File: src/rtl/logic_op_pkg.sv
// ---------------------------------------------------------------------------
// logic_op_pkg
// Shared types and helper functions for the logic_op_pipe datapath primitive.
//   op_e      : runtime-selectable bitwise operation (AND, OR, XOR, NAND)
//   state_e   : accumulate FSM states
//   apply_op  : per-beat result r = a op b
//   fold_op   : combines the running accumulator with a beat result
// The functions work on OP_MAX_W-bit words. Callers zero-extend their
// WIDTH-bit operands and truncate the result, so any WIDTH <= OP_MAX_W is
// supported. Every operation is bitwise, so the padding bits never affect
// the low WIDTH bits.
// ---------------------------------------------------------------------------
package logic_op_pkg;

  localparam int unsigned OP_MAX_W = 64;

  typedef logic [OP_MAX_W-1:0] op_word_t;

  typedef enum logic [1:0] {
    OP_AND  = 2'd0,
    OP_OR   = 2'd1,
    OP_XOR  = 2'd2,
    OP_NAND = 2'd3
  } op_e;

  typedef enum logic {
    ST_IDLE  = 1'b0,
    ST_ACCUM = 1'b1
  } state_e;

  function automatic op_word_t apply_op(op_e op, op_word_t a, op_word_t b);
    op_word_t res;
    case (op)
      OP_AND:  res = a & b;
      OP_OR:   res = a | b;
      OP_XOR:  res = a ^ b;
      OP_NAND: res = ~(a & b);
      default: res = a & b;
    endcase
    return res;
  endfunction

  // NAND packets fold with AND: the packet result is the AND of the
  // individual NAND beat results, not a chained NAND.
  function automatic op_word_t fold_op(op_e op, op_word_t acc, op_word_t r);
    op_word_t res;
    case (op)
      OP_OR:   res = acc | r;
      OP_XOR:  res = acc ^ r;
      default: res = acc & r;
    endcase
    return res;
  endfunction

endpackage

File: src/rtl/logic_op_core.sv
// ---------------------------------------------------------------------------
// logic_op_core
// Purely combinational datapath of logic_op_pipe.
//   op   : operation selector (op_e encoding)
//   a, b : WIDTH-bit operands
//   acc  : current accumulator value
//   r    : beat result a op b
//   fold : acc folded with r according to op
// WIDTH must not exceed logic_op_pkg::OP_MAX_W.
// ---------------------------------------------------------------------------
module logic_op_core
  import logic_op_pkg::*;
#(
  parameter int WIDTH = 8
) (
  input  logic [1:0]       op,
  input  logic [WIDTH-1:0] a,
  input  logic [WIDTH-1:0] b,
  input  logic [WIDTH-1:0] acc,
  output logic [WIDTH-1:0] r,
  output logic [WIDTH-1:0] fold
);

  assign r    = WIDTH'(apply_op(op_e'(op), OP_MAX_W'(a), OP_MAX_W'(b)));
  assign fold = WIDTH'(fold_op(op_e'(op), OP_MAX_W'(acc), OP_MAX_W'(r)));

endmodule

File: src/rtl/logic_op_pipe.sv
// ---------------------------------------------------------------------------
// logic_op_pipe
// Bitwise two-operand logic unit with one registered output stage and a
// valid/ready handshake on both sides. Accumulate packets (in_acc=1) are
// folded into a single result emitted on the beat marked in_last.
//
// Parameters: WIDTH (operand/result width), CNT_W (beat counter width).
// Ports:
//   clk, rst_n          clock, asynchronous active-low reset
//   in_valid/in_ready   input handshake; in_ready = !out_valid | out_ready
//   in_a, in_b          operands
//   in_op               0=AND 1=OR 2=XOR 3=NAND (latched for a whole packet)
//   in_acc, in_last     accumulate-packet marker and final-beat marker
//   out_valid/out_ready output handshake
//   out_data            result
//   out_beats           beats folded into out_data, saturating at 2^CNT_W-1
// Build option LOGIC_OP_PIPE_PARITY_EN adds:
//   out_parity          XOR-reduce of out_data, registered alongside it
//   err                 sticky: a non-accumulate beat arrived mid-packet
// ---------------------------------------------------------------------------
module logic_op_pipe
  import logic_op_pkg::*;
#(
  parameter int WIDTH = 8,
  parameter int CNT_W = 8
) (
  input  logic             clk,
  input  logic             rst_n,
  input  logic             in_valid,
  output logic             in_ready,
  input  logic [WIDTH-1:0] in_a,
  input  logic [WIDTH-1:0] in_b,
  input  logic [1:0]       in_op,
  input  logic             in_acc,
  input  logic             in_last,
  output logic             out_valid,
  input  logic             out_ready,
  output logic [WIDTH-1:0] out_data,
  output logic [CNT_W-1:0] out_beats
`ifdef LOGIC_OP_PIPE_PARITY_EN
  ,
  output logic             out_parity,
  output logic             err
`endif
);

  state_e           state_q, state_d;
  op_e              op_q, op_d;
  logic [WIDTH-1:0] acc_q, acc_d;
  logic [CNT_W-1:0] cnt_q, cnt_d, cnt_inc;

  logic             accept;
  logic             in_accum;
  op_e              op_sel;
  logic [WIDTH-1:0] beat_r;
  logic [WIDTH-1:0] fold_r;

  logic             load;
  logic [WIDTH-1:0] load_data;
  logic [CNT_W-1:0] load_beats;

  // Shared ready: a stalled output register also stalls accumulation.
  assign in_ready = !out_valid || out_ready;
  assign accept   = in_valid && in_ready;
  assign in_accum = (state_q == ST_ACCUM);

  // Inside a packet the op latched on the first beat wins over in_op.
  assign op_sel   = in_accum ? op_q : op_e'(in_op);

  assign cnt_inc  = (cnt_q == {CNT_W{1'b1}}) ? cnt_q : cnt_q + CNT_W'(1);

  logic_op_core #(
    .WIDTH (WIDTH)
  ) u_core (
    .op   (op_sel),
    .a    (in_a),
    .b    (in_b),
    .acc  (acc_q),
    .r    (beat_r),
    .fold (fold_r)
  );

  // Next-state and output-load decision. A beat with in_acc=0 while in
  // ACCUM is handled exactly like an accumulate beat.
  always_comb begin
    // NOTE: every variable gets a default first so no path leaves one
    // unassigned; otherwise synthesis infers a latch.
    state_d    = state_q;
    op_d       = op_q;
    acc_d      = acc_q;
    cnt_d      = cnt_q;
    load       = 1'b0;
    load_data  = beat_r;
    load_beats = CNT_W'(1);

    if (accept) begin
      if (!in_accum) begin
        if (in_acc && !in_last) begin
          state_d = ST_ACCUM;
          op_d    = op_e'(in_op);
          acc_d   = beat_r;
          cnt_d   = CNT_W'(1);
        end else begin
          load = 1'b1;
        end
      end else if (in_last) begin
        load       = 1'b1;
        load_data  = fold_r;
        load_beats = cnt_inc;
        state_d    = ST_IDLE;
        acc_d      = '0;
        cnt_d      = '0;
      end else begin
        acc_d = fold_r;
        cnt_d = cnt_inc;
      end
    end
  end

  always_ff @(posedge clk or negedge rst_n) begin
    if (!rst_n) begin
      state_q   <= ST_IDLE;
      op_q      <= OP_AND;
      acc_q     <= '0;
      cnt_q     <= '0;
      out_valid <= 1'b0;
      out_data  <= '0;
      out_beats <= '0;
`ifdef LOGIC_OP_PIPE_PARITY_EN
      out_parity <= 1'b0;
`endif
    end else begin
      // NOTE: non-blocking assignments so every register samples the
      // pre-edge values regardless of statement order.
      state_q <= state_d;
      op_q    <= op_d;
      acc_q   <= acc_d;
      cnt_q   <= cnt_d;
      if (load) begin
        out_valid <= 1'b1;
        out_data  <= load_data;
        out_beats <= load_beats;
`ifdef LOGIC_OP_PIPE_PARITY_EN
        out_parity <= ^load_data;
`endif
      end else if (out_ready) begin
        out_valid <= 1'b0;
      end
    end
  end

`ifdef LOGIC_OP_PIPE_PARITY_EN
  always_ff @(posedge clk or negedge rst_n) begin
    if (!rst_n) begin
      err <= 1'b0;
    end else if (accept && in_accum && !in_acc) begin
      err <= 1'b1;
    end
  end
`endif

endmodule

File: config.mk
export PLATFORM = sky130hd
export DESIGN_NAME = logic_op_pipe
export DESIGN_NICKNAME = d
export VERILOG_FILES = /design/src/rtl/logic_op_pkg.sv /design/src/rtl/logic_op_core.sv /design/src/rtl/logic_op_pipe.sv
export SDC_FILE = /design/constraint.sdc
export NUM_CORES = 1
export LEC_CHECK = 0
export ABC_AREA = 1
export ABC_CLOCK_PERIOD_IN_PS = 3350
export CAP_MARGIN = 30
export CORE_MARGIN = 2
export CORE_UTILIZATION = 56
export DETAILED_ROUTE_END_ITERATION = 8
export PLACE_DENSITY_LB_ADDON = 0.1
export SYNTH_ARGS = -nofsm -noshare
export SYNTH_HDL_FRONTEND = slang
export SYNTH_SLANG_ARGS = --single-unit
File: constraint.sdc
create_clock -name clk -period 3.35 [get_ports clk]
set_input_delay 0.8375 -clock clk [delete_from_list [all_inputs] [get_ports clk]]
set_output_delay 0.8375 -clock clk [all_outputs]
set_load 0.01 [all_outputs]
== Yosys cells after proc, flatten, opt, wreduce, memory -nomap -nowiden ==
Cells that the tools add are included.

* Equal/unequal tests: 4
* $add $sub $neg: 1
* Bitwise gates (word level): 8
* Reductions and logical operators: 10
* Muxes and demuxes: 25

{| class="wikitable"
|+ Operators with widths
! cell !! count
|-
| $mux 8 || 13
|-
| $pmux 8 s4 || 1
|-
| $and 8x8->8 || 2
|-
| $or 8x8->8 || 2
|-
| $pmux 8 s2 || 1
|-
| $xor 8x8->8 || 2
|-
| $mux 1 || 9
|-
| $add 8x1->8 const B || 1
|-
| $eq 8x8->1 const B || 1
|-
| $not 8->8 || 1
|-
| $eq 2x2->1 const B || 2
|-
| $reduce_bool 2->1 || 2
|-
| $reduce_and 3->1 || 1
|-
| $eq 2x1->1 const B || 1
|-
| $logic_and 1x1->1 || 2
|-
| $logic_not 1->1 || 2
|-
| $logic_not 2->1 || 1
|-
| $mux 2 || 1
|-
| $reduce_and 2->1 || 1
|-
| $logic_or 1x1->1 || 1
|-
| $not 1->1 || 1
|}

* Flip-flop bits (word level): 36
* Output and inout bits: 18
* Bits of input ports: 24
* Word-level logic and storage cells: 55

== Logic depth before layout (Yosys ltp) ==
Gate-level depths: netlist of run 1.

* Depth in word-level cells: 8
* Gate-level depth with buffers: 20
* Mapped depth without buffers: 18

== Hierarchy ==
From an unflattened synthesis of run 1, not the netlist that was laid out.

* Cells, all modules: 455
* Area total of the unflattened synthesis: 3047.9 µm²

{| class="wikitable"
|+ Modules (own cells, without submodules)
! module !! area each (µm²) !! instances !! cells each
|-
| logic_op_pipe || 1855.5 || 1 || 256
|-
| logic_op_core || 1192.4 || 1 || 199
|}

== Worst setup path before layout of run 1 ==
Ideal clock, no wire load.

* Path kind: in2reg
* Start point: input in_op[1]
* End point: register out_data[1]
* Arrival time: 2.581 ns
* Required time: 3.233 ns
* Slack: 0.652 ns
* Stages: 15
* Buffers on the path: 2
* Cell sequence: o21ai_0 inv_1 ha_1 clkbuf_2 buf_2 nand2_1 nand3_1 nand2_1 nand2_1 ha_1 or2_2 nand2_1 nand2_1 nand3_1 nand2_1

* Cells in the longest elaborated chain, start to end: 8

{| class="wikitable"
|+ Ends and longest elaborated chain
! what !! RTL line !! text
|-
| start, declared || logic_op_pipe.sv:33 || <nowiki>input logic [1:0] in_op,</nowiki>
|-
| $mux 2 * || logic_op_pipe.sv:68 || <nowiki>assign op_sel = in_accum ? op_q : op_e'(in_op);</nowiki>
|-
| $eq 2x2->1 (tied with other cells) || logic_op_pkg.sv:33 || <nowiki>case (op)</nowiki>
|-
| $pmux 8 s4 || logic_op_pkg.sv:33 ||
|-
| $and 8x8->8 (tied with other cells) || logic_op_pkg.sv:50 || <nowiki>default: res = acc & r;</nowiki>
|-
| $pmux 8 s2 || logic_op_pkg.sv:47 || <nowiki>case (op)</nowiki>
|-
| $mux 8 || logic_op_pipe.sv:106 || <nowiki>end else if (in_last) begin</nowiki>
|-
| $mux 8 || logic_op_pipe.sv:97 || <nowiki>if (!in_accum) begin</nowiki>
|-
| $mux 8 * || logic_op_pipe.sv:96 || <nowiki>if (accept) begin</nowiki>
|-
| end signal, assigned || logic_op_pipe.sv:141 || <nowiki>out_data <= load_data;</nowiki>
|-
| end, declared || logic_op_pipe.sv:38 || <nowiki>output logic [WIDTH-1:0] out_data,</nowiki>
|}

Every way passes the cells marked *; elsewhere a longest branch is shown, timed or not.
A chain may end at the register's enable or synchronous reset.

== Worst setup path in the final report of run 1 ==
* Start point: input in_op[1]
* End point: register out_data[3]

The elaborated chain is that of the path after synthesis.

==> results of run 1 <==
## critical path, stage by stage
cell	delay, ps
clkdlybuf4s50_1	410
o21ai_0	320
inv_1	120
ha_1	360
nand2_1	110
nand2_1	50
o21ai_1	230
inv_1	100
ha_1	180
or2_2	290
nand2_1	70
nand2_1	50
nand3_1	110
nand2_1	50
## sequential cells by signal, indices dropped and copies added (netlist names)
name and cells:
out_valid 1, cnt_q 8, in_accum 1, out_data 8, out_beats 8, op_q 2, acc_q 8
## kinds of logic after synthesis
kind of cell,Yosys count,share of synthesized area (%)
flip-flops,36,29.8
AO/OA/AOI/OAI,24,4.56
adder cells (fa/ha/maj),37,15.3
AND/OR/NAND/NOR,264,36.5
buffers and inverters,96,13.2
XOR/XNOR,2,0.580
## path summary, 6_finish.rpt
path | cells after the start | to | start | slack (ps)
worst max register to register | 13 | out_data[3]$_DFFE_PN0P_ | in_accum$_DFFE_PN0P_ | 630
max in group asynchronous | 2 | acc_q[6]$_DFFE_PN0P_ | rst_n | 2050
min in group asynchronous | 2 | op_q[0]$_DFFE_PN0P_ | rst_n | 960
worst min register to register | 2 | out_beats[4]$_DFFE_PN0P_ | out_beats[4]$_DFFE_PN0P_ | 480
worst max-delay path | 14 | out_data[3]$_DFFE_PN0P_ | in_op[1] | 240
worst min-delay path | 2 | out_beats[4]$_DFFE_PN0P_ | out_beats[4]$_DFFE_PN0P_ | 480
## metal layers
metal	routed length, µm	GRT usage (%)
met4	82	6.07
met2	3340	42.2
met3	351	3.72
met5	0	0
met1	3180	31.8
## cells in the final DEF (no fill, tap or decap), types with 6 or more instances in the layout
cell,n
or2_2,8
o21ai_0,10
dfrtp_1,36
inv_2,7
nand2_1,189
inv_1,76
ha_1,37
buf_4,8
nand3_1,45
nor2_1,18
clkbuf_8,6
a21oi_1,9
clkdlybuf4s50_1,41
## metrics by stage
step | cell area [µm²] | total power [mW] | std cells
after floorplan | 3020 | 1.57 | 459
after global placement | 3510 | 1.93 | 566
after detailed placement | 3510 | 1.99 | 566
after CTS | 3600 | 2.32 | 574
after global routing | 3600 | 2.55 | 574
final | 3600 | 2.32 | 574
## cell type report
type	instances	area (µm²)	share of cell area (%)
Sequential cell	36	901	25.0
Timing Repair Buffer	50	490	13.6
Clock buffer	8	90.1	2.50
Multi-Input combinational cell	327	1720	47.8
Inverter	83	312	8.65
Tap cell	70	87.6	2.43
## power groups by stage
stage | Clock, mW | Sequential (mW) | Combinational (mW)
6_report | 0.321 | 0.657 | 1.34
3_3_place_gp | 0 | 0.660 | 1.27
4_1_cts | 0.329 | 0.656 | 1.34
3_5_place_dp | 0 | 0.661 | 1.33
5_1_grt | 0.345 | 0.676 | 1.53
2_1_floorplan | 0 | 0.670 | 0.898
==> results.toml, run 1 <==
[cells_and_area]
post-route-util_pct = 69.6
antennaDiodeCount = 0
layout-drive-gt1-share_pct = 7.14
fillers = 471
area_growth_pct = 19.2
num-nets-final = 564

[timing]
rsz0062_at_grt = "false"
tns_ps = 0
slew_viol_final = 0
worst_slew_pin_slew_ps = 495
skew_ps = 6.91
setup_viol = 0
fmax_ghz = 0.322
fin_ws_ps = 244
whs_ps = 481
period_needed_ps = 3110
finalHoldViolCount = 0
maxSlewHeadroom_pct = 66.8
fin_crit_sh_pct = 92.7

[power_and_ir_drop]
p_sw_share_pct = 44.0
ir_worst_vdd_uv = 440
seq_power_share_pct = 28.4
p_int_mw = 1.30
clockPowerShare_pct = 13.9
p_sw_mw = 1.02
pwr-share-comb_pct = 57.7
p_leak_nw = 2.09
p_per_area_nw_per_um2 = 643

[synthesis]
synth_area_leaders = "dfrtp_1 (30%), nand2_1 (23%), ha_1 (15%)"
synthCells = 459
async_reset_ff_share_pct = 100
syn_area_um2 = 3020
yosysWarnings = 0
synth_edf_count = 0
ys_ff_latch = 36
synth_top_flop_cell = "dfrtp_1"
yosysSeqAreaShare_pct = 29.8
synth_commonest_cells = "nand2_1 (189), inv_1 (76), nand3_1 (45), ha_1 (37), dfrtp_1 (36)"
yosysTopAreaCellShare_pct = 29.8
synth_fp_nets = 520
syn_area_per_cell_um2 = 6.58
ys_types = 25
synth_area_leader_cell = "dfrtp_1"
yosysMostFrequentCell = "nand2_1"

[global_routing]
grt-ovfl-total = 0
grt_pass1_vias = 2742
grt.total_usage_pct = 24.3
grt_max_degree = 37
antenna_found_initial = 0
grt_pass1_wl_um = 11900

[critical_path]
cp_max_fo = 10
crit_path_start_kind = "input port"
worstPathRequired_ps = 3540
endpoint_kind = "flip-flop"
critPathArrivalTime_ps = 3290
crit_type = "in -> reg"

[floorplanning]
die_h_um = 77.4
rows = 26
die-area_um2 = 6000
fp.coreArea_um2 = 5170
die_w_um = 77.4
num_io_pins = 42
start_util_pct = 58.4

[routing]
final_antenna_net_count = 0
dr_total_vias = 2916
wirelength_um = 6960
routedWlPerCell_um = 12.1
dr.pass1.iters = 5
dr.first_iter.drc_count = 170
routed_via_density = 5.08
drc = 0

[clocking]
root_buffer = "clkbuf_8"
clk_pin_slew_ps = 70
cts_tree = "done"
clock_sink_count = 36
holdBufCountCts = 0
clk_latency_ps = 290
ctsLongestPathBuffers = 2
h-tree-depth = 2
postCtsResizedCells = 0
post_cts.repair.setup_buffers = 0
numCtsBuffers = 5

[job]
cap_violations = 0

[placement]
port_buffers = 41
place.gp.congestion = 0.842
post-place-ws_ps = -109
place_hpwl_um = 5160

[run_status]
run_status = "finished clean"

[min_path]
worstHoldPathType = "reg -> reg"
Power figures use the tool's default switching activity.
==> inputs of run 2 (changes only) <==
--- a/config.mk
+++ b/config.mk
@@ -6,8 +6,7 @@
 export NUM_CORES = 1
 export LEC_CHECK = 0
 export ABC_AREA = 1
-export ABC_CLOCK_PERIOD_IN_PS = 3350
-export CAP_MARGIN = 30
+export ABC_CLOCK_PERIOD_IN_PS = 3500
 export CORE_MARGIN = 2
 export CORE_UTILIZATION = 56
 export DETAILED_ROUTE_END_ITERATION = 8
==> constraint.sdc (replaced) <==
create_clock -name clk -period 3.5 [get_ports clk]
set_input_delay 0.875 -clock clk [delete_from_list [all_inputs] [get_ports clk]]
set_output_delay 0.875 -clock clk [all_outputs]
set_load 0.01 [all_outputs]
==> results.toml, run 2 (synthesis gave the netlist of run 1 again) <==
[run_status]
run_status = "finished clean"

[timing]
finalHoldViolCount = 0
skew_ps = 9.90
fmax_ghz = 0.316
maxSlewHeadroom_pct = 65.7
setup_viol = 0
worst_slew_pin_slew_ps = 512
rsz0062_at_grt = "false"
period_needed_ps = 3170
fin_crit_sh_pct = 90.5
tns_ps = 0
slew_viol_final = 0

[global_routing]
grt-ovfl-total = 0
grt_pass1_wl_um = 12200
grt.total_usage_pct = 24.8
antenna_found_initial = 0
grt_max_degree = 37
grt_pass1_vias = 2763

[cells_and_area]
post-route-util_pct = 69.9
layout-drive-gt1-share_pct = 7.36
mostFrequentLayoutCells = "nand2_1 (189), inv_1 (76), nand3_1 (45)"
area_growth_pct = 19.8
antennaDiodeCount = 0
num-nets-final = 563
layout_commonest_cell = "nand2_1"

[placement]
place.gp.congestion = 0.854
place_hpwl_um = 5040
port_buffers = 41

[min_path]
worstHoldPathType = "reg -> reg"
hold_depth = 2

[floorplanning]
die_w_um = 77.4
num_io_pins = 42
fp.coreArea_um2 = 5170
die-area_um2 = 6000
rows = 26
start_util_pct = 58.4
die_h_um = 77.4

[clocking]
cts_tree = "done"
numCtsBuffers = 5
holdBufCountCts = 0
root_buffer = "clkbuf_8"
h-tree-depth = 2
clock_sink_count = 36
clk_pin_slew_ps = 80
ctsLongestPathBuffers = 2
clk_latency_ps = 290
post_cts.repair.setup_buffers = 0
postCtsResizedCells = 0

[routing]
routed_via_density = 4.95
final_antenna_net_count = 0
wirelength_um = 6880
drc = 0
dr.pass1.iters = 4
dr.first_iter.drc_count = 130
routedWlPerCell_um = 12.0
dr_total_vias = 2836

[critical_path]
endpoint_kind = "flip-flop"
worstRegToRegCells = 15
crit_path_start_kind = "input port"
crit_type = "in -> reg"
critPathArrivalTime_ps = 3350
cp_max_fo = 10
worstPathRequired_ps = 3680

[job]
cap_violations = 0

[power_and_ir_drop]
ir_worst_vdd_uv = 506
totalPowerFinal_mw = 2.29
p_leak_nw = 2.10
p_per_area_nw_per_um2 = 633
==> run 2: changes by cell type in the layout (fill, tap and decap cells not counted) <==
| cell | previous run | this run |
|---|---|---|
| buf_12 | 1 | 0 |
| bufinv_16 | 0 | 1 |
| clkbuf_1 | 2 | 0 |
| clkbuf_8 | 6 | 7 |
| o21ai_0 | 10 | 11 |
| o21ai_1 | 2 | 1 |
==> run 2: final cells by class <==
type / instances / area [µm²]
Multi-Input combinational cell: 327 / 1720
Fill cell: 443 / 1560
Sequential cell: 36 / 901
Timing Repair Buffer: 49 / 470
Inverter: 83 / 312
Clock buffer: 7 / 96.3
Tap cell: 70 / 87.6
Clock inverter: 1 / 30.0
==> run 2: through the flow <==
| stage | hold WS [ps] | setup slack (ps) | instances | cell area (µm²) |
|---|---|---|---|---|
| after floorplan | 477 | 764 | 459 | 3020 |
| after global placement | 461 | 151 | 565 | 3490 |
| after detailed placement | 464 | 57.3 | 565 | 3490 |
| after CTS | 485 | 349 | 573 | 3620 |
| after global routing | 506 | 156 | 573 | 3620 |
| final | 484 | 332 | 573 | 3620 |
==> run 2: final timing paths <==
kind / from / to / slack [ps]
min in group asynchronous: rst_n / op_q[0]$_DFFE_PN0P_ / 1000
worst max-delay path: in_op[0] / out_data[5]$_DFFE_PN0P_ / 330
worst min register to register: out_beats[2]$_DFFE_PN0P_ / out_beats[2]$_DFFE_PN0P_ / 480
worst max register to register: in_accum$_DFFE_PN0P_ / out_data[5]$_DFFE_PN0P_ / 790
max in group asynchronous: rst_n / acc_q[4]$_DFFE_PN0P_ / 2150
worst min-delay path: out_beats[2]$_DFFE_PN0P_ / out_beats[2]$_DFFE_PN0P_ / 480
==> run 2: routing by layer <==
layer  routed length [µm]  track usage (%)
met1                 3180             32.3
met2                 3300             42.3
met3                  333             5.23
met4                   61             5.89
met5                    0                0
==> run 2: where the power goes <==
group          switching (mW)  internal (mW)
logic                   0.722          0.534
clock network           0.153          0.251
registers              0.0918          0.538
==> run 2: critical path: stages <==
cell and delay (ps):
clkdlybuf4s50_1 420, o21ai_0 320, inv_1 120, ha_1 340, inv_1 160, nor2_1 50
nor2_1 90, nand2_1 70, nand2_1 110, inv_1 60, ha_1 170, or2_2 280
nand2_1 70, nand2_1 50, nand3_1 100, nand2_1 60
==> inputs of run 3 (changes only) <==
--- a/config.mk
+++ b/config.mk
@@ -8,7 +8,8 @@
 export ABC_AREA = 1
 export ABC_CLOCK_PERIOD_IN_PS = 3500
 export CORE_MARGIN = 2
-export CORE_UTILIZATION = 56
+export CORE_UTILIZATION = 57
+export CTS_BUF_LIST = sky130_fd_sc_hd__clkbuf_2
 export DETAILED_ROUTE_END_ITERATION = 8
 export PLACE_DENSITY_LB_ADDON = 0.1
 export SYNTH_ARGS = -nofsm -noshare
==> results.toml, run 3 (synthesis gave the netlist of run 1 again) <==
[run_status]
run_status = "finished clean"

[cells_and_area]
area_growth_pct = 17.4
multi_input_area_um2 = 1720
layout-drive-gt1-share_pct = 7.52
fillers = 471
num-nets-final = 565
mostFrequentLayoutCells = "nand2_1 (189), inv_1 (76), nand3_1 (45)"
final_area_um2 = 3540
regArea_um2 = 901
antennaDiodeCount = 0
layout_commonest_cell = "nand2_1"

[power_and_ir_drop]
p_per_area_nw_per_um2 = 597
totalPowerFinal_mw = 2.11
ir_worst_vdd_uv = 384
p_leak_nw = 2.07

[timing]
maxSlewHeadroom_pct = 67.3
whs_ps = 502
fin_ws_ps = 464
period_needed_ps = 3040
fmax_ghz = 0.329
skew_ps = 18.1
worst_slew_pin_slew_ps = 488
rsz0062_at_grt = "false"
setup_viol = 0
tns_ps = 0
slew_viol_final = 0
fin_crit_sh_pct = 86.7
finalHoldViolCount = 0

[routing]
routedWlPerCell_um = 12.4
dr_total_vias = 2928
final_antenna_net_count = 0
routed_via_density = 5.09
dr.first_iter.drc_count = 195
drc = 0
wirelength_um = 7140
dr.pass1.iters = 7

[critical_path]
crit_top_cell = "nand2_1"
cp_slowest_cell = "clkdlybuf4s50_1"
worstPathRequired_ps = 3800
path_cells = "clkdlybuf4s50_1 > o21ai_0 > inv_1 > ha_1 > inv_1 > nor2_1 > nor2_1 > nand2_1 > nand2_1 > inv_1 > ha_1 > or2_2 > nand2_1 > nand2_1 > nand3_1 > nand2_1"
crit_path_start_kind = "input port"
endpoint_kind = "flip-flop"
critical-path-max-stage-delay_ps = 420
crit_type = "in -> reg"
cp_max_fo = 7
critPathArrivalTime_ps = 3340

[clocking]
holdBufCountCts = 0
postCtsResizedCells = 0
post_cts.repair.setup_buffers = 0
clk_latency_ps = 400
numCtsBuffers = 5
root_buffer = "clkbuf_2"
clock_sink_count = 36
cts_tree = "done"
ctsLongestPathBuffers = 2
clk_pin_slew_ps = 170
h-tree-depth = 2

[placement]
post-place-ws_ps = 23.2
dpl-instance-area_um2 = 3510
port_buffers = 41
place.gp.congestion = 0.862
place_hpwl_um = 5340

[floorplanning]
die_h_um = 76.8
fp.coreArea_um2 = 5110
num_io_pins = 42
start_util_pct = 59.1
die_w_um = 76.8
die-area_um2 = 5900
rows = 26

[global_routing]
grt.total_usage_pct = 25.6
grt_max_degree = 37
antenna_found_initial = 0
grt_pass1_wl_um = 12300
grt-ovfl-total = 0
grt_pass1_vias = 2832

[min_path]
worstHoldPathType = "reg -> reg"

[job]
cap_violations = 0
## run 3: cell count changes in the layout (fill, tap and decap cells not counted)
cell	before	now
clkbuf_8	7	0
clkinv_1	0	1
bufinv_16	1	0
buf_4	8	10
clkbuf_2	0	7
## run 3: area by class of cell
type                       instances  area share [%]
timing repair buffer              51            13.7
tap                               70            2.47
multi-input combinational        327            48.5
sequential                        36            25.4
clock inverter                     1           0.106
clock buffer                       7           0.988
inverter                          83            8.79
## run 3: critical path, delay by kind of cell
family / cells / cell delay (ps)
AND/OR/NAND/NOR: 9 / 880
buffers and inverters: 4 / 740
AO/OA/AOI/OAI: 1 / 330
adder cells (fa/ha/maj): 2 / 500
## run 3: report_power, final
part	leakage, nW	internal (mW)	switching, mW
clock network	0.0306	0.0535	0.142
registers	0.468	0.536	0.0935
logic	1.57	0.541	0.749
total	2.07	1.13	0.985
## run 3: metal layers
layer	share of wire (%)	global-route usage, %
met5	0	0
met4	1.1	9.45
met3	5.8	4.47
met2	49	43.3
met1	44	32.7
## run 3: final timing paths
path | startpoint | to | slack, ps | cells after the start
worst max-delay path | in_op[0] | out_data[5]$_DFFE_PN0P_ | 460 | 16
worst min-delay path | out_beats[4]$_DFFE_PN0P_ | out_beats[4]$_DFFE_PN0P_ | 500 | 2
worst max register to register | in_accum$_DFFE_PN0P_ | out_data[4]$_DFFE_PN0P_ | 760 | 15
worst min register to register | out_beats[4]$_DFFE_PN0P_ | out_beats[4]$_DFFE_PN0P_ | 500 | 2
max in group asynchronous | rst_n | cnt_q[6]$_DFFE_PN0P_ | 2300 | 2
min in group asynchronous | rst_n | op_q[0]$_DFFE_PN0P_ | 850 | 2
## run 3: per-stage QoR
stage	util [%]	instances
5_1_grt	69.4	575
4_1_cts	69.4	575
3_3_place_gp	68.6	567
2_1_floorplan	-	459
6_report	69.4	575
3_5_place_dp	68.6	567
